==> src/rtl/fetch_stage_pkg.sv <==
// -----------------------------------------------------------------------------
// proc_pkg
//   Shared processor definitions used by the fetch stage and the later
//   pipeline stages. It holds the datapath widths, the NOP encoding, the HALT
//   opcode, the fetch state encoding, and the jump-offset sign extension.
// -----------------------------------------------------------------------------
package proc_pkg;

    localparam int PC_W   = 8;
    localparam int INST_W = 16;

    localparam logic [3:0]        HALT_OPC = 4'hF;
    localparam logic [INST_W-1:0] NOP      = 16'h0000;

    // The encoding is fixed explicitly so that it matches older tooling and
    // waveform decoders.
    typedef enum logic [1:0] {
        ST_RUN   = 2'd0,
        ST_DRAIN = 2'd1,
        ST_DONE  = 2'd2
    } fetch_state_e;

    // Sign-extends the 3-bit two's-complement jump offset to the PC width.
    function automatic logic [PC_W-1:0] sext_jmp(input logic signed [2:0] off);
        return {{(PC_W-3){off[2]}}, off};
    endfunction

endpackage

==> src/rtl/fetch_stage_if.sv <==
// -----------------------------------------------------------------------------
// fetch_stage_if
//   Groups the fetch-stage signals: the decode control inputs, the
//   instruction-memory read port, the IF/ID outputs and the status outputs.
//   master : the fetch stage itself.
//   slave  : the environment (decode stage + instruction memory).
//   Signals:
//     stall, jmp, jmp_val  decode -> fetch control
//     imem_addr/imem_data  combinational instruction-memory read
//     pc_out, inst_out,    IF/ID pipeline register contents
//     inst_valid
//     eop, inst_count      end-of-program flag, valid-fetch counter
// -----------------------------------------------------------------------------
interface fetch_stage_if;
    import proc_pkg::*;

    logic                    stall;
    logic                    jmp;
    logic signed [2:0]       jmp_val;
    logic [PC_W-1:0]         imem_addr;
    logic [INST_W-1:0]       imem_data;
    logic [PC_W-1:0]         pc_out;
    logic [INST_W-1:0]       inst_out;
    logic                    inst_valid;
    logic                    eop;
    logic [15:0]             inst_count;

    modport master (
        input  stall, jmp, jmp_val, imem_data,
        output imem_addr, pc_out, inst_out, inst_valid, eop, inst_count
    );

    modport slave (
        output stall, jmp, jmp_val, imem_data,
        input  imem_addr, pc_out, inst_out, inst_valid, eop, inst_count
    );

endinterface

==> src/rtl/fetch_stage_if_id_reg.sv <==
// -----------------------------------------------------------------------------
// if_id_reg
//   A generic stage pipeline register that holds {pc, inst, valid}.
//   flush : load NOP and clear valid; pc keeps its value (it has priority).
//   hold  : keep all contents.
//   else  : load pc_in / inst_in / valid_in.
//   Ports: clk, rst (sync, active-high), hold, flush, pc_in, inst_in,
//          valid_in, pc_out, inst_out, valid_out.
// -----------------------------------------------------------------------------
module if_id_reg
    import proc_pkg::*;
(
    input  logic              clk,
    input  logic              rst,
    input  logic              hold,
    input  logic              flush,
    input  logic [PC_W-1:0]   pc_in,
    input  logic [INST_W-1:0] inst_in,
    input  logic              valid_in,
    output logic [PC_W-1:0]   pc_out,
    output logic [INST_W-1:0] inst_out,
    output logic              valid_out
);

    logic [PC_W-1:0]   pc_q, pc_d;
    logic [INST_W-1:0] inst_q, inst_d;
    logic              valid_q, valid_d;

    always_comb begin
        pc_d    = pc_q;
        inst_d  = inst_q;
        valid_d = valid_q;
        if (flush) begin
            // A squashed slot keeps its pc. Later jump targets are computed
            // relative to this pc.
            inst_d  = NOP;
            valid_d = 1'b0;
        end else if (!hold) begin
            pc_d    = pc_in;
            inst_d  = inst_in;
            valid_d = valid_in;
        end
    end

    always_ff @(posedge clk) begin
        if (rst) begin
            pc_q    <= '0;
            inst_q  <= NOP;
            valid_q <= 1'b0;
        end else begin
            pc_q    <= pc_d;
            inst_q  <= inst_d;
            valid_q <= valid_d;
        end
    end

    assign pc_out    = pc_q;
    assign inst_out  = inst_q;
    assign valid_out = valid_q;

endmodule

==> src/rtl/fetch_stage.sv <==
// -----------------------------------------------------------------------------
// fetch_stage
//   Instruction-fetch stage. It owns the PC, drives the instruction-memory
//   address, and fills the IF/ID register. It also handles decode stall and
//   jump redirects. When it detects HALT, it drains the pipeline for
//   DRAIN_CYCLES and then raises a sticky eop.
//   Ports:
//     clk  clock
//     rst  synchronous active-high reset
//     bus  fetch_stage_if.master (control in, imem port, IF/ID and status out)
//   Parameter:
//     DRAIN_CYCLES  cycles after HALT leaves IF/ID before eop (must be >= 1)
// -----------------------------------------------------------------------------
module fetch_stage
    import proc_pkg::*;
#(
    parameter int DRAIN_CYCLES = 3
) (
    input  logic          clk,
    input  logic          rst,
    fetch_stage_if.master bus
);

    localparam int DRAIN_W = (DRAIN_CYCLES < 2) ? 1 : $clog2(DRAIN_CYCLES + 1);

    fetch_state_e        state_q, state_d;
    logic [PC_W-1:0]     pc_q, pc_d;
    logic [DRAIN_W-1:0]  drain_q, drain_d;
    logic [15:0]         count_q, count_d;
    logic                eop_q, eop_d;

    logic                ifid_hold;
    logic                ifid_flush;
    logic [PC_W-1:0]     ifid_pc;
    logic [INST_W-1:0]   ifid_inst;
    logic                ifid_valid;

    always_comb begin
        state_d    = state_q;
        pc_d       = pc_q;
        drain_d    = drain_q;
        count_d    = count_q;
        eop_d      = eop_q;
        ifid_hold  = 1'b0;
        ifid_flush = 1'b0;

        case (state_q)
            ST_RUN: begin
                if (bus.jmp) begin
                    // The jump is relative to the instruction now in IF/ID.
                    // The word being fetched is squashed, even when it is a
                    // HALT or when a stall is also requested.
                    pc_d       = ifid_pc + sext_jmp(bus.jmp_val);
                    ifid_flush = 1'b1;
                end else if (bus.stall) begin
                    ifid_hold = 1'b1;
                end else begin
                    if (count_q != 16'hFFFF) begin
                        count_d = count_q + 16'd1;
                    end
                    if (bus.imem_data[INST_W-1 -: 4] == HALT_OPC) begin
                        // The PC stays parked on the HALT address.
                        drain_d = DRAIN_W'(DRAIN_CYCLES);
                        state_d = ST_DRAIN;
                    end else begin
                        pc_d = pc_q + PC_W'(1);
                    end
                end
            end

            ST_DRAIN: begin
                if (bus.stall) begin
                    ifid_hold = 1'b1;
                end else begin
                    ifid_flush = 1'b1;
                    drain_d    = drain_q - DRAIN_W'(1);
                    if (drain_q == DRAIN_W'(1)) begin
                        state_d = ST_DONE;
                        eop_d   = 1'b1;
                    end
                end
            end

            ST_DONE: begin
                // The flush path never looks at imem_data, so unknown memory
                // contents cannot reach the outputs after the end of program.
                ifid_flush = 1'b1;
            end

            default: begin
                state_d = ST_RUN;
            end
        endcase
    end

    always_ff @(posedge clk) begin
        if (rst) begin
            state_q <= ST_RUN;
            pc_q    <= '0;
            drain_q <= '0;
            count_q <= '0;
            eop_q   <= 1'b0;
        end else begin
            state_q <= state_d;
            pc_q    <= pc_d;
            drain_q <= drain_d;
            count_q <= count_d;
            eop_q   <= eop_d;
        end
    end

    if_id_reg u_if_id (
        .clk       (clk),
        .rst       (rst),
        .hold      (ifid_hold),
        .flush     (ifid_flush),
        .pc_in     (pc_q),
        .inst_in   (bus.imem_data),
        .valid_in  (1'b1),
        .pc_out    (ifid_pc),
        .inst_out  (ifid_inst),
        .valid_out (ifid_valid)
    );

    assign bus.imem_addr  = pc_q;
    assign bus.pc_out     = ifid_pc;
    assign bus.inst_out   = ifid_inst;
    assign bus.inst_valid = ifid_valid;
    assign bus.eop        = eop_q;
    assign bus.inst_count = count_q;

endmodule
==> src/flat_wrapper.sv <==
// flat-port wrapper written by rule: the top's interface ports become plain ports
module fetch_stage_flat import proc_pkg::*;
#(
    parameter int DRAIN_CYCLES = 3
)
  (clk, rst, bus_stall, bus_jmp, bus_jmp_val, bus_imem_data, bus_imem_addr, bus_pc_out, bus_inst_out, bus_inst_valid, bus_eop, bus_inst_count);
  fetch_stage_if bus_i ();
  input  logic clk;
  input  logic rst;
  input wire logic [$bits(bus_i.stall)-1:0] bus_stall;
  input wire logic [$bits(bus_i.jmp)-1:0] bus_jmp;
  input wire logic [$bits(bus_i.jmp_val)-1:0] bus_jmp_val;
  input wire logic [$bits(bus_i.imem_data)-1:0] bus_imem_data;
  output wire logic [$bits(bus_i.imem_addr)-1:0] bus_imem_addr;
  output wire logic [$bits(bus_i.pc_out)-1:0] bus_pc_out;
  output wire logic [$bits(bus_i.inst_out)-1:0] bus_inst_out;
  output wire logic [$bits(bus_i.inst_valid)-1:0] bus_inst_valid;
  output wire logic [$bits(bus_i.eop)-1:0] bus_eop;
  output wire logic [$bits(bus_i.inst_count)-1:0] bus_inst_count;
  assign bus_i.stall = bus_stall;
  assign bus_i.jmp = bus_jmp;
  assign bus_i.jmp_val = bus_jmp_val;
  assign bus_i.imem_data = bus_imem_data;
  assign bus_imem_addr = bus_i.imem_addr;
  assign bus_pc_out = bus_i.pc_out;
  assign bus_inst_out = bus_i.inst_out;
  assign bus_inst_valid = bus_i.inst_valid;
  assign bus_eop = bus_i.eop;
  assign bus_inst_count = bus_i.inst_count;
  fetch_stage #(.DRAIN_CYCLES(DRAIN_CYCLES)) u_core (.clk(clk), .rst(rst), .bus(bus_i));
endmodule
==> config.mk <==
export PLATFORM = sky130hd
export DESIGN_NAME = fetch_stage_flat
export DESIGN_NICKNAME = d
export VERILOG_FILES = /design/src/rtl/fetch_stage_pkg.sv /design/src/rtl/fetch_stage_if.sv /design/src/rtl/fetch_stage_if_id_reg.sv /design/src/rtl/fetch_stage.sv /design/src/flat_wrapper.sv
export SDC_FILE = /design/constraint.sdc
export NUM_CORES = 1
export LEC_CHECK = 0
export BUFFER_PORTS_ARGS = -buffer_cell sky130_fd_sc_hd__buf_2
export CORE_ASPECT_RATIO = 0.9
export CORE_UTILIZATION = 53
export CTS_CLUSTER_DIAMETER = 40
export DETAILED_ROUTE_END_ITERATION = 8
export PLACE_DENSITY = 0.8
export SLEW_MARGIN = 20
export SYNTH_ARGS = -nofsm -noshare
export SYNTH_HDL_FRONTEND = slang
export SYNTH_SLANG_ARGS = --single-unit
==> constraint.sdc <==
create_clock -name clk -period 2.5 [get_ports clk]
set_input_delay 0.5 -clock clk [delete_from_list [all_inputs] [get_ports clk]]
set_output_delay 0.5 -clock clk [all_outputs]
set_load 0.01 [all_outputs]
=== Yosys cells after proc, flatten, opt, wreduce, memory -nomap -nowiden ===
Index checks and enable logic that the tools add are counted.

* Flip-flop bits (word level): 54
* Bits of input ports: 23

* Add/subtract/negate cells: 4
* Equality and inequality tests: 12
* Mux-type cells: 20
* Bitwise gates (word level): 5
* Reductions and logical operators: 9

{| class="wikitable"
|+ Operators by type and width
! cell !! number
|-
| $mux 8 || 3
|-
| $mux 2 || 9
|-
| $add 16x1->16 const B || 1
|-
| $ne 16x16->1 const B || 1
|-
| $add 8x1->8 const B || 1
|-
| $add 8x8->8 || 1
|-
| $ne 2x2->1 const B || 4
|-
| $ne 2x1->1 const B || 3
|-
| $pmux 2 s3 || 1
|-
| $reduce_and 3->1 || 2
|-
| $reduce_and 6->1 || 1
|-
| $not 1->1 || 5
|-
| $reduce_and 5->1 || 1
|-
| $eq 2x1->1 const B || 2
|-
| $eq 4x4->1 const B || 1
|-
| $mux 1 || 4
|-
| $pmux 2 s2 || 1
|-
| $reduce_and 4->1 || 1
|-
| $pmux 1 s3 || 1
|-
| $eq 2x2->1 const B || 1
|-
| $logic_not 2->1 || 1
|-
| $pmux 1 s2 || 1
|-
| $reduce_and 2->1 || 1
|-
| $reduce_bool 2->1 || 1
|-
| 2 further kinds || 2
|}

=== Depth between registers and ports, before layout ===
Gate-level depths: netlist of run 1.

* Depth in word-level cells: 5
* Depth in mapped cells: 7
* Mapped depth without buffers: 7

=== By module ===
From an unflattened synthesis of run 1, not the netlist that was laid out.

* Cell total of the unflattened synthesis: 320
* Area, all modules: 2,846.5 µm²

{| class="wikitable"
|+ By module, submodules not included
! module !! times used !! cells an instance !! area an instance (µm²) !! sequential area each (µm²)
|-
| fetch_stage || 1 || 229 || 1,886.8 || 580.6
|-
| if_id_reg || 1 || 91 || 959.7 || 500.5
|}

=== Worst setup path before layout of run 1 ===
Ideal clock, no wire load.

* Path kind: input-to-reg
* From: in bus_jmp
* To: reg u_core.count_q[10], in the netlist u_core.bus.inst_count[10]
* Setup time: 0.121 ns
* Arrival time: 1.831 ns
* Required time: 2.379 ns
* Slack: 0.548 ns
* Stages on the path: 5
* Buffers on the path: 1
* Path through: buf_2 nor4_4 nand3_1 nor4_1 mux2_2

* Longest elaborated chain between the ends: 2

{| class="wikitable"
|+ RTL lines
! element !! line !! source
|-
| start, declared || flat_wrapper.sv:11 || <nowiki>input wire logic [$bits(bus_i.jmp)-1:0] bus_jmp;</nowiki>
|-
| $not 1->1 (no source line) || n/a ||
|-
| $reduce_and 4->1 (no source line) || n/a ||
|-
| end signal, assigned || fetch_stage.sv:107 || <nowiki>count_q <= count_d;</nowiki>
|-
| end, declared || fetch_stage.sv:29 || <nowiki>logic [15:0] count_q, count_d;</nowiki>
|}

Every way passes these cells.
A chain may end at the register's enable or synchronous reset.

=== Final worst setup path of run 1 ===
* From: reg u_core.u_if_id.pc_q[1], in the netlist u_core.u_if_id.pc_out[1]
* To: reg u_core.pc_q[5], in the netlist u_core.bus.imem_addr[5]

* Longest elaborated chain between the ends: 2

{| class="wikitable"
|+ RTL lines
! element !! line !! source
|-
| start, declared || fetch_stage_if_id_reg.sv:25 || <nowiki>logic [PC_W-1:0] pc_q, pc_d;</nowiki>
|-
| start signal, assigned || fetch_stage_if_id_reg.sv:51 || <nowiki>pc_q <= pc_d;</nowiki>
|-
| $add 8x8->8 || fetch_stage.sv:53 || <nowiki>pc_d = ifid_pc + sext_jmp(bus.jmp_val);</nowiki>
|-
| $mux 8 || fetch_stage.sv:49 || <nowiki>if (bus.jmp) begin</nowiki>
|-
| end signal, assigned || fetch_stage.sv:105 || <nowiki>pc_q <= pc_d;</nowiki>
|-
| end, declared || fetch_stage.sv:27 || <nowiki>logic [PC_W-1:0] pc_q, pc_d;</nowiki>
|}

Every way passes these cells.

==> impl_metrics.ini, run 1 <==
[cts]
cts_max_path_buffers = 2
clk_latency_ns = 0.31
clkTransAtPathRegs_ns = 0.11
clkSinkCount = 54
htreeDepth = 2
cts_made_buffers = 5
cts_setup_buffers = 0
cts_tree = built
cts_resized = 0
clockRootBuffer = clkbuf_8
hold_buffers = 0

[floorplan]
rows = 25
fp.dieW_um = 79.7
dieArea_um2 = 5740
pin_count = 73
fp.dieH_um = 72.0
coreArea_um2 = 5260
start_util_pct = 54.8

[timing]
hold_violations = 0
tightest_slew_ns = 0.631
rsz0062_at_grt = no
post-route-period-util_pct = 80.9
drv_slew = 0
fmax_mhz = 494
clock_skew_ns = 0.00686
fin_setup_tns_ns = 0
slew-limit-headroom_pct = 57.6
setup_viol = 0
whs_ns = 0.409
fin_crit_ns = 2.02

[placement]
gp_congestion = 0.833
dp_hpwl_um = 4710
numPortBuffers = 72

[detailed_routing]
ant_nets = 0
routedWlPerCell_um = 13.7
vias = 2688
route.detailed.drc = 0
drtIter0Drc = 151
drt-total-wl_um = 6490
drt-pass1-iter-count = 4
viasPerCell = 5.69

[setup_path]
cpMaxStageDelayCell = a211oi_1
worstPathCellList = ha_1, a211oi_1, o21ai_0, xnor2_1, a2111oi_0
critPathMaxStageDelay_ns = 0.46
path_max_fanout = 4
end_kind = register
worstPathRequired_ns = 2.70
critical_path_class = register to register
start_kind = register
worstPathArrival_ns = 2.22

[hold_path]
worstHoldPathType = input pin to register

[logic_synthesis]
ys_ff_latch = 54
async_flop_share_pct = 0
synth_area_um2 = 2880
synth.area.top_cells = dfxtp_1 (38%), mux2i_1 (9.0%), nor2_1 (6.3%)
ys.flop_type = dfxtp_1
synth-edff-count = 0
synth_fp_nets = 366
avgSynthCellArea_um2 = 8.68
ys_warn_count = 0
yosysUniqueCellTypes = 55
post-synth-top-area-cell = dfxtp_1
synth_cells = 332
ys_seq_area_share_pct = 37.5
yosysTopAreaCellShare_pct = 37.5

[final_layout]
drive_gt1_share_pct = 26.9
area.growth.synth_to_final_pct = 19.1
nets = 438
fillers = 447
antennaDiodeCount = 0

[global_route]
gr-total-overflow = 0
grt_pass1_vias = 2318
antenna_found_initial = 0
grt_usage_pct = 23.4
grt_pass1_wl_um = 10700
grt_max_degree = 23

[power_and_ir_drop]
ir_drop_mv = 0.379
power_density_nw_per_um2 = 492
p_leak_nw = 1.50

[run_status]
status = finished clean

[job]
cap_viol_max_count = 0
final timing paths:
kind                                  from                    endpoint  slack (ns)  cells past startpoint
setup reg to reg  u_core.u_if_id.pc_out[1]     u_core.bus.imem_addr[5]        0.48                      5
hold reg to reg   u_core.u_if_id.valid_out    u_core.u_if_id.valid_out        0.45                      2
hold / removal            bus_imem_data[4]  u_core.u_if_id.inst_out[4]        0.41                      3
setup / recovery  u_core.u_if_id.pc_out[1]     u_core.bus.imem_addr[5]        0.48                      5
power by group:
part | total (mW) | internal, mW | switching [mW]
Sequential | 0.921 | 0.890 | 0.0304
Clock | 0.515 | 0.203 | 0.312
Combinational | 0.251 | 0.111 | 0.140
cell usage in the layout (no fill, tap or decap), types with 2 or more instances in the layout:
cell type / netlist / final
a21oi_1: 21 / 21
a311oi_1: 2 / 2
nand2b_1: 4 / 4
nand2_1: 14 / 14
or4_1: 5 / 5
nor3_1: 11 / 11
o31ai_1: 3 / 3
and3_1: 3 / 3
a211oi_1: 8 / 7
nor2_1: 48 / 48
xor2_1: 2 / 2
o211ai_1: 2 / 2
o31a_1: 3 / 3
o21ai_0: 10 / 10
and2_1: 2 / 2
nor2b_1: 8 / 8
buf_4: 0 / 9
or3_1: 3 / 3
clkbuf_8: 0 / 5
dfxtp_1: 54 / 54
mux2_2: 9 / 9
nand3_1: 7 / 7
buf_2: 6 / 72
nand4_1: 9 / 9
inv_1: 13 / 13
ha_1: 10 / 10
mux2i_1: 26 / 26
a31oi_1: 2 / 2
a21o_1: 2 / 2
o21a_1: 3 / 3
nor4_1: 8 / 8
worst max-delay path, delay by kind of cell, from the launching register on:
family | cells | cell delay (ns)
adder cells (fa/ha/maj) | 1 | 0.29
XOR/XNOR | 1 | 0.18
AO/OA/AOI/OAI | 3 | 1.09
flip-flops | 1 | 0.35
cell families (layout without fill, tap and decap cells):
group                      Yosys count  count (layout)  share of synthesized area, %
DFF                                 54              54                          37.5
and+or+nand+nor                    131             131                          24.0
buffers and inverters               29             102                          4.08
muxes                               35              35                          12.5
AOI/OAI and AO/OA                   69              69                          15.9
xor gates and xnor gates             3               3                         0.912
adders and majority gates           11              11                          5.04
registers in the layout, summed over array words and instances, names as in the netlist:
name,flops
u_core.u_if_id.valid_out,1
u_core.u_if_id.pc_out,8
u_core.state_q,2
u_core.u_if_id.inst_out,16
u_core.drain_q,2
u_core.bus.imem_addr,8
u_core.bus.eop,1
u_core.bus.inst_count,16
through the flow:
stage	instance area [um2]	util, %	worst slack (ns)	cells	power [mW]
after floorplan	2880	-	0.548	332	1.10
after detailed placement	3340	63.5	0.214	464	1.19
after CTS	3430	65.3	0.504	472	1.70
final	3430	65.3	0.478	472	1.69
after global routing	3430	65.3	0.306	472	1.76
after global placement	3340	63.5	0.315	464	1.18
cells in the mapped netlist (4+ instances only):
cell type,instances
mux2i_1,26
buf_2,6
a211oi_1,8
nand3_1,7
nand2b_1,4
or4_1,5
ha_1,10
o21ai_0,10
mux2_2,9
nor4_1,8
nor2b_1,8
inv_1,13
nand2_1,14
nand4_1,9
clkbuf_1,9
a21oi_1,21
nor2_1,48
dfxtp_1,54
nor3_1,11
cell type report:
class	instances	area, um2	share of cell area, %
well taps	67	83.8	2.44
clock buffers	5	68.8	2.01
repair buffers	81	428	12.5
inverters	13	48.8	1.42
multi-input cells	249	1700	49.4
clock inverters	3	25.0	0.729
flip-flops and latches	54	1080	31.5
layer usage:
| metal | vias to the layer above | routed length [um] | global-route usage (%) | part of all wire, % |
|---|---|---|---|---|
| li1 | 1362 | - | - | - |
| met1 | 1229 | 3230 | 33.1 | 50 |
| met5 | - | 0 | 0 | 0 |
| met3 | 9 | 370 | 4.91 | 5.7 |
| met2 | 88 | 2810 | 35.6 | 43 |
| met4 | 0 | 80 | 7.88 | 1.2 |
No activity file was read; power rests on OpenSTA's default activity.
==> run 2: changes to the inputs <==
clock period = 1.93 ns   (was 2.5 ns; I/O delays follow)
==> run 2 against run 1 <==
Register-to-register slack worse by 0.38 ns; global-route usage up 2.6 points; die area did not move; wire length rose by 7.7%; clock skew is 0.0022 ns lower; hold slack worse by 0.11 ns; first-iteration DRC count is 27% lower; critical path depth did not move; critical path type unchanged; sequential share of layout area decreased by 2.2 points; via count grew 5.0%.
==> impl_metrics.ini, run 2 (synthesis gave the netlist of run 1 again) <==
[run_status]
status = finished clean

[power_and_ir_drop]
switching_share_pct = 26.5
clock_power_share_pct = 33.3
power_density_nw_per_um2 = 633
seqPwrFrac_pct = 50.7
ir_drop_mv = 0.553
intPower_mw = 1.72
power_frac_comb_pct = 16.0
p_leak_nw = 1.66
p_sw_mw = 0.620

[placement]
dp.cells = 490
placed_area_um2 = 3560
numPortBuffers = 72
dp_hpwl_um = 5260
gp_congestion = 0.856

[setup_path]
worstPathCellList = ha_1, nand4_1, or4_4, or3_2, a21oi_1
end_kind = register
cpMaxStageDelayCell = or4_4
critical_path_class = register to register
worstPathArrival_ns = 2.07
path_max_fanout = 4
start_kind = register
critPathMaxStageDelay_ns = 0.47
worstPathRequired_ns = 2.16

[timing]
fmax_mhz = 546
tightest_slew_ns = 0.430
setup_viol = 0
hold_violations = 0
clock_skew_ns = 0.00470
slew-limit-headroom_pct = 71.2
drv_slew = 0
fin_crit_ns = 1.83
post-route-period-util_pct = 94.9
whs_ns = 0.303
rsz0062_at_grt = no

[global_route]
gr-total-overflow = 0
antenna_found_initial = 0
grt_pass1_vias = 2697
grt_pass1_wl_um = 12000
grt_max_degree = 20
grt_usage_pct = 26.1

[floorplan]
fp.dieH_um = 72.0
coreArea_um2 = 5260
rows = 25
dieArea_um2 = 5740
start_util_pct = 54.8
fp.dieW_um = 79.7
pin_count = 73

[detailed_routing]
routedWlPerCell_um = 14.0
ant_nets = 0
vias = 2822
viasPerCell = 5.64
drt-pass1-iter-count = 4
route.detailed.drc = 0
drt-total-wl_um = 6990
drtIter0Drc = 110

[final_layout]
final_cell_mix = buf_2 (72), dfxtp_1 (52), nor2_1 (48)
multi_input_area_um2 = 1710
fillers = 424
area.growth.synth_to_final_pct = 28.5
antennaDiodeCount = 0
nets = 466
final_cell_area_um2 = 3700
finalNonFillerCells = 500
final_core_util_pct = 70.5
drive_gt1_share_pct = 32.8
final-seq-area_um2 = 1080
final_common_cell = buf_2

[cts]
cts_max_path_buffers = 2
cts_made_buffers = 5
clkSinkCount = 54
clkTransAtPathRegs_ns = 0.10
cts_tree = built
htreeDepth = 2
clockRootBuffer = clkbuf_8
hold_buffers = 0
clk_latency_ns = 0.30

[hold_path]
worstHoldPathType = input pin to register

[job]
cap_viol_max_count = 0
==> run 2: changes by cell type in the layout (fill, tap and decap cells not counted), sizes merged <==
| cell | delta |
|---|---|
| buf | +28 |
| clkinvlp | -1 |
| bufinv | +1 |
==> run 2: cell type report <==
| type | instances | share of cell area, % |
|---|---|---|
| clock inverter | 3 | 1.28 |
| tap | 67 | 2.26 |
| timing repair buffer | 109 | 17.9 |
| multi-input combinational | 249 | 46.1 |
| sequential | 54 | 29.3 |
| clock buffer | 5 | 1.86 |
| inverter | 13 | 1.32 |
==> run 2: worst max-delay path, delay by kind of cell (launching register included) <==
family | cells | cell delay [ns]
DFF | 1 | 0.37
adders and majority gates | 1 | 0.18
AOI/OAI and AO/OA | 1 | 0.16
and+or+nand+nor | 3 | 1.06
==> run 2: per-stage QoR <==
| stage | power, mW | setup TNS, ns | setup WS [ns] |
|---|---|---|---|
| after floorplan | 1.42 | 0 | 0.0775 |
| after global placement | 1.57 | 0 | 0.0308 |
| after detailed placement | 1.58 | -0.0493 | -0.0493 |
| after CTS | 2.36 | 0 | 0.0225 |
| after global routing | 2.46 | 0 | 0.00583 |
| final | 2.34 | 0 | 0.0992 |
==> run 2: layer usage <==
metal | GRT usage [%] | vias up | share of wire (%)
li1 | - | 1421 | -
met4 | 7.27 | 0 | 0.66
met3 | 5.28 | 8 | 5.6
met5 | 0 | - | 0
met2 | 42.7 | 96 | 47
met1 | 34.9 | 1297 | 47
==> run 2: path summary, 6_finish.rpt <==
check                            from                          to  slack [ns]  cells after the start
min                  bus_imem_data[6]  u_core.u_if_id.inst_out[6]        0.30                      3
min reg2reg  u_core.u_if_id.valid_out    u_core.u_if_id.valid_out        0.47                      2
max          u_core.bus.inst_count[0]   u_core.bus.inst_count[12]         0.1                      5
max reg2reg  u_core.bus.inst_count[0]   u_core.bus.inst_count[12]         0.1                      5
==> run 2: timing repair <==
| action | CTS | global route |
|---|---|---|
| buffers inserted | 0 | 2 |
| setup endpoints to repair | 0 | 6 |
| gates resized for setup | 0 | 5 |
==> run 2: power groups by stage <==
stage	Sequential, mW	Combinational [mW]	Clock (mW)
2_1_floorplan	1.23	0.195	0
3_3_place_gp	1.21	0.358	0
3_5_place_dp	1.21	0.369	0
4_1_cts	1.19	0.371	0.801
5_1_grt	1.19	0.414	0.850
6_report	1.19	0.374	0.781
==> run 3: changes to the inputs <==
ABC_AREA = 1   (was default)
CORE_UTILIZATION = 54   (was 53)
==> run 3 against run 2 <==
Sequential share of layout area up 0.65 points; hold slack better by 0.015 ns; global-route usage up 0.24 points; fmax up 7.6%; core utilization down 2.9 points; area after synthesis up 6.0%; power up 31%; die area up 4.0%; clock skew up 0.0043 ns; clock power up 19%; final cell count up 20%.
==> impl_metrics.ini, run 3 <==
[timing]
slew-limit-headroom_pct = 73.8
drv_slew = 0
rsz0062_at_grt = no
fin_setup_tns_ns = 0
fin_crit_ns = 1.70
hold_violations = 0
setup_ws_ns = 0.229
tightest_slew_ns = 0.391
clock_skew_ns = 0.00900
post-route-period-util_pct = 88.1
setup_viol = 0
fmax_mhz = 588

[global_route]
grt_max_degree = 18
antenna_found_initial = 0
grt_pass1_vias = 2742
gr-total-overflow = 0
grt_pass1_wl_um = 12300
grt_usage_pct = 26.3

[logic_synthesis]
synth_area_um2 = 3060
ys_warn_count = 0
synth_fp_nets = 490
ys.flop_type = dfxtp_1
ys_top_cells_by_count = nand2_1 (135), nor2_1 (57), dfxtp_1 (54), inv_1 (44), a21oi_1 (41)
post-synth-top-area-cell = dfxtp_1
async_flop_share_pct = 0
yosysUniqueCellTypes = 33
yosysMostFrequentCell = nand2_1
synth-edff-count = 0
synth.area.top_cells = dfxtp_1 (35%), nand2_1 (17%), nor2_1 (7.0%)
synth_cells = 456
ys_ff_latch = 54
yosysTopAreaCellShare_pct = 35.4
ys_seq_area_share_pct = 35.4
avgSynthCellArea_um2 = 6.70

[setup_path]
critical_path_class = register to register
end_kind = register
start_kind = register
worstPathArrival_ns = 1.91
path_max_fanout = 13
rr_worst_depth = 8
worstPathRequired_ns = 2.14

[power_and_ir_drop]
ir_drop_mv = 0.486
p_leak_nw = 1.74
power_density_nw_per_um2 = 849

[floorplan]
fp.dieW_um = 81.3
fp.dieH_um = 73.4
start_util_pct = 57.1
dieArea_um2 = 5960
rows = 25
coreArea_um2 = 5350
pin_count = 73

[placement]
gp_congestion = 0.974
numPortBuffers = 72
dp_hpwl_um = 5710
pre_cts_ws_ns = 0.209
dp.cells = 590

[cts]
cts_max_path_buffers = 2
cts_setup_buffers = 0
hold_buffers = 0
cts_tree = built
clk_latency_ns = 0.31
clkTransAtPathRegs_ns = 0.10
cts_made_buffers = 5
clockRootBuffer = clkbuf_8
clkSinkCount = 54
htreeDepth = 2
cts_resized = 0

[final_layout]
final_core_util_pct = 67.6
antennaDiodeCount = 0
final_cell_mix = nand2_1 (135), buf_2 (72), nor2_1 (57)
fillers = 485
final_common_cell = nand2_1
nets = 564
finalNonFillerCells = 598
area.growth.synth_to_final_pct = 18.3
drive_gt1_share_pct = 21.8

[detailed_routing]
routedWlPerCell_um = 13.0
drtIter0Drc = 204
ant_nets = 0
route.detailed.drc = 0
viasPerCell = 5.34
vias = 3191
drt-pass1-iter-count = 5
drt-total-wl_um = 7770

[run_status]
status = finished clean

[job]
cap_viol_max_count = 0

[hold_path]
worstHoldPathType = input pin to register
holdPathStages = 3
-- run 3: changes by cell type in the layout (fill, tap and decap cells not counted), sizes merged, moves of 15 or more --
cell and change:
o21ai +15, nand2 +127, inv +36, mux2i -26, nor2 +15, buf -30
a21oi +26, nand3 +21
-- run 3: area by class of cell --
cell class                      count  area (um2)  area share [%]
Sequential cell                    54        1080            29.9
Timing Repair Buffer               79         413            11.4
Clock buffer                        6        82.6            2.29
Clock inverter                      2        60.1            1.66
Tap cell                           67        83.8            2.32
Multi-Input combinational cell    339        1700            46.9
Inverter                           51         198            5.47
-- run 3: critical path, cell delays in order (launching register included) --
cell,delay [ns]
dfxtp_1,0.43
ha_1,0.24
nand2_2,0.11
nor2_4,0.20
nand4_4,0.10
nand2_2,0.22
inv_1,0.15
nor2_1,0.11
nor2_1,0.06
-- run 3: kinds of logic (layout without fill, tap and decap cells) --
group | after synthesis | count (layout) | share of synthesized area, %
buffers and inverters | 63 | 138 | 9.13
XOR/XNOR | 5 | 5 | 1.43
adder cells (fa/ha/maj) | 11 | 11 | 4.75
AO/OA/AOI/OAI | 79 | 79 | 14.4
AND/OR/NAND/NOR | 244 | 244 | 34.9
flip-flops | 54 | 54 | 35.4
-- run 3: power breakdown --
part / internal (mW) / switching [mW] / total [mW] / leakage, nW
clock: 0.553 / 0.375 / 0.929 / 0.0714
combinational: 0.295 / 0.512 / 0.807 / 1.22
sequential: 1.22 / 0.113 / 1.33 / 0.441
total: 2.07 / 1.00 / 3.07 / 1.74
-- run 3: through the flow --
step | power, mW | area (um2) | hold WS [ns]
floorplan | 1.90 | 3060 | 0.469
global placement | 2.13 | 3470 | 0.436
detailed placement | 2.15 | 3470 | 0.449
CTS | 3.08 | 3610 | 0.318
global route | 3.24 | 3610 | 0.325
finish | 3.07 | 3610 | 0.318
-- run 3: final timing paths --
| check | start | endpoint | slack, ns |
|---|---|---|---|
| setup reg to reg | u_core.bus.inst_count[0] | u_core.bus.inst_count[0] | 0.23 |
| setup / recovery | u_core.bus.inst_count[0] | u_core.bus.inst_count[0] | 0.23 |
| hold reg to reg | u_core.bus.eop | u_core.bus.eop | 0.46 |
| hold / removal | bus_imem_data[7] | u_core.u_if_id.inst_out[7] | 0.32 |
-- run 3: routing by layer --
layer	up-vias	share of wire (%)	track usage (%)
met1	1458	46	35.2
li1	1603	-	-
met3	18	5.4	4.10
met5	-	0	0
met4	0	1.7	8.53
met2	112	47	43.1
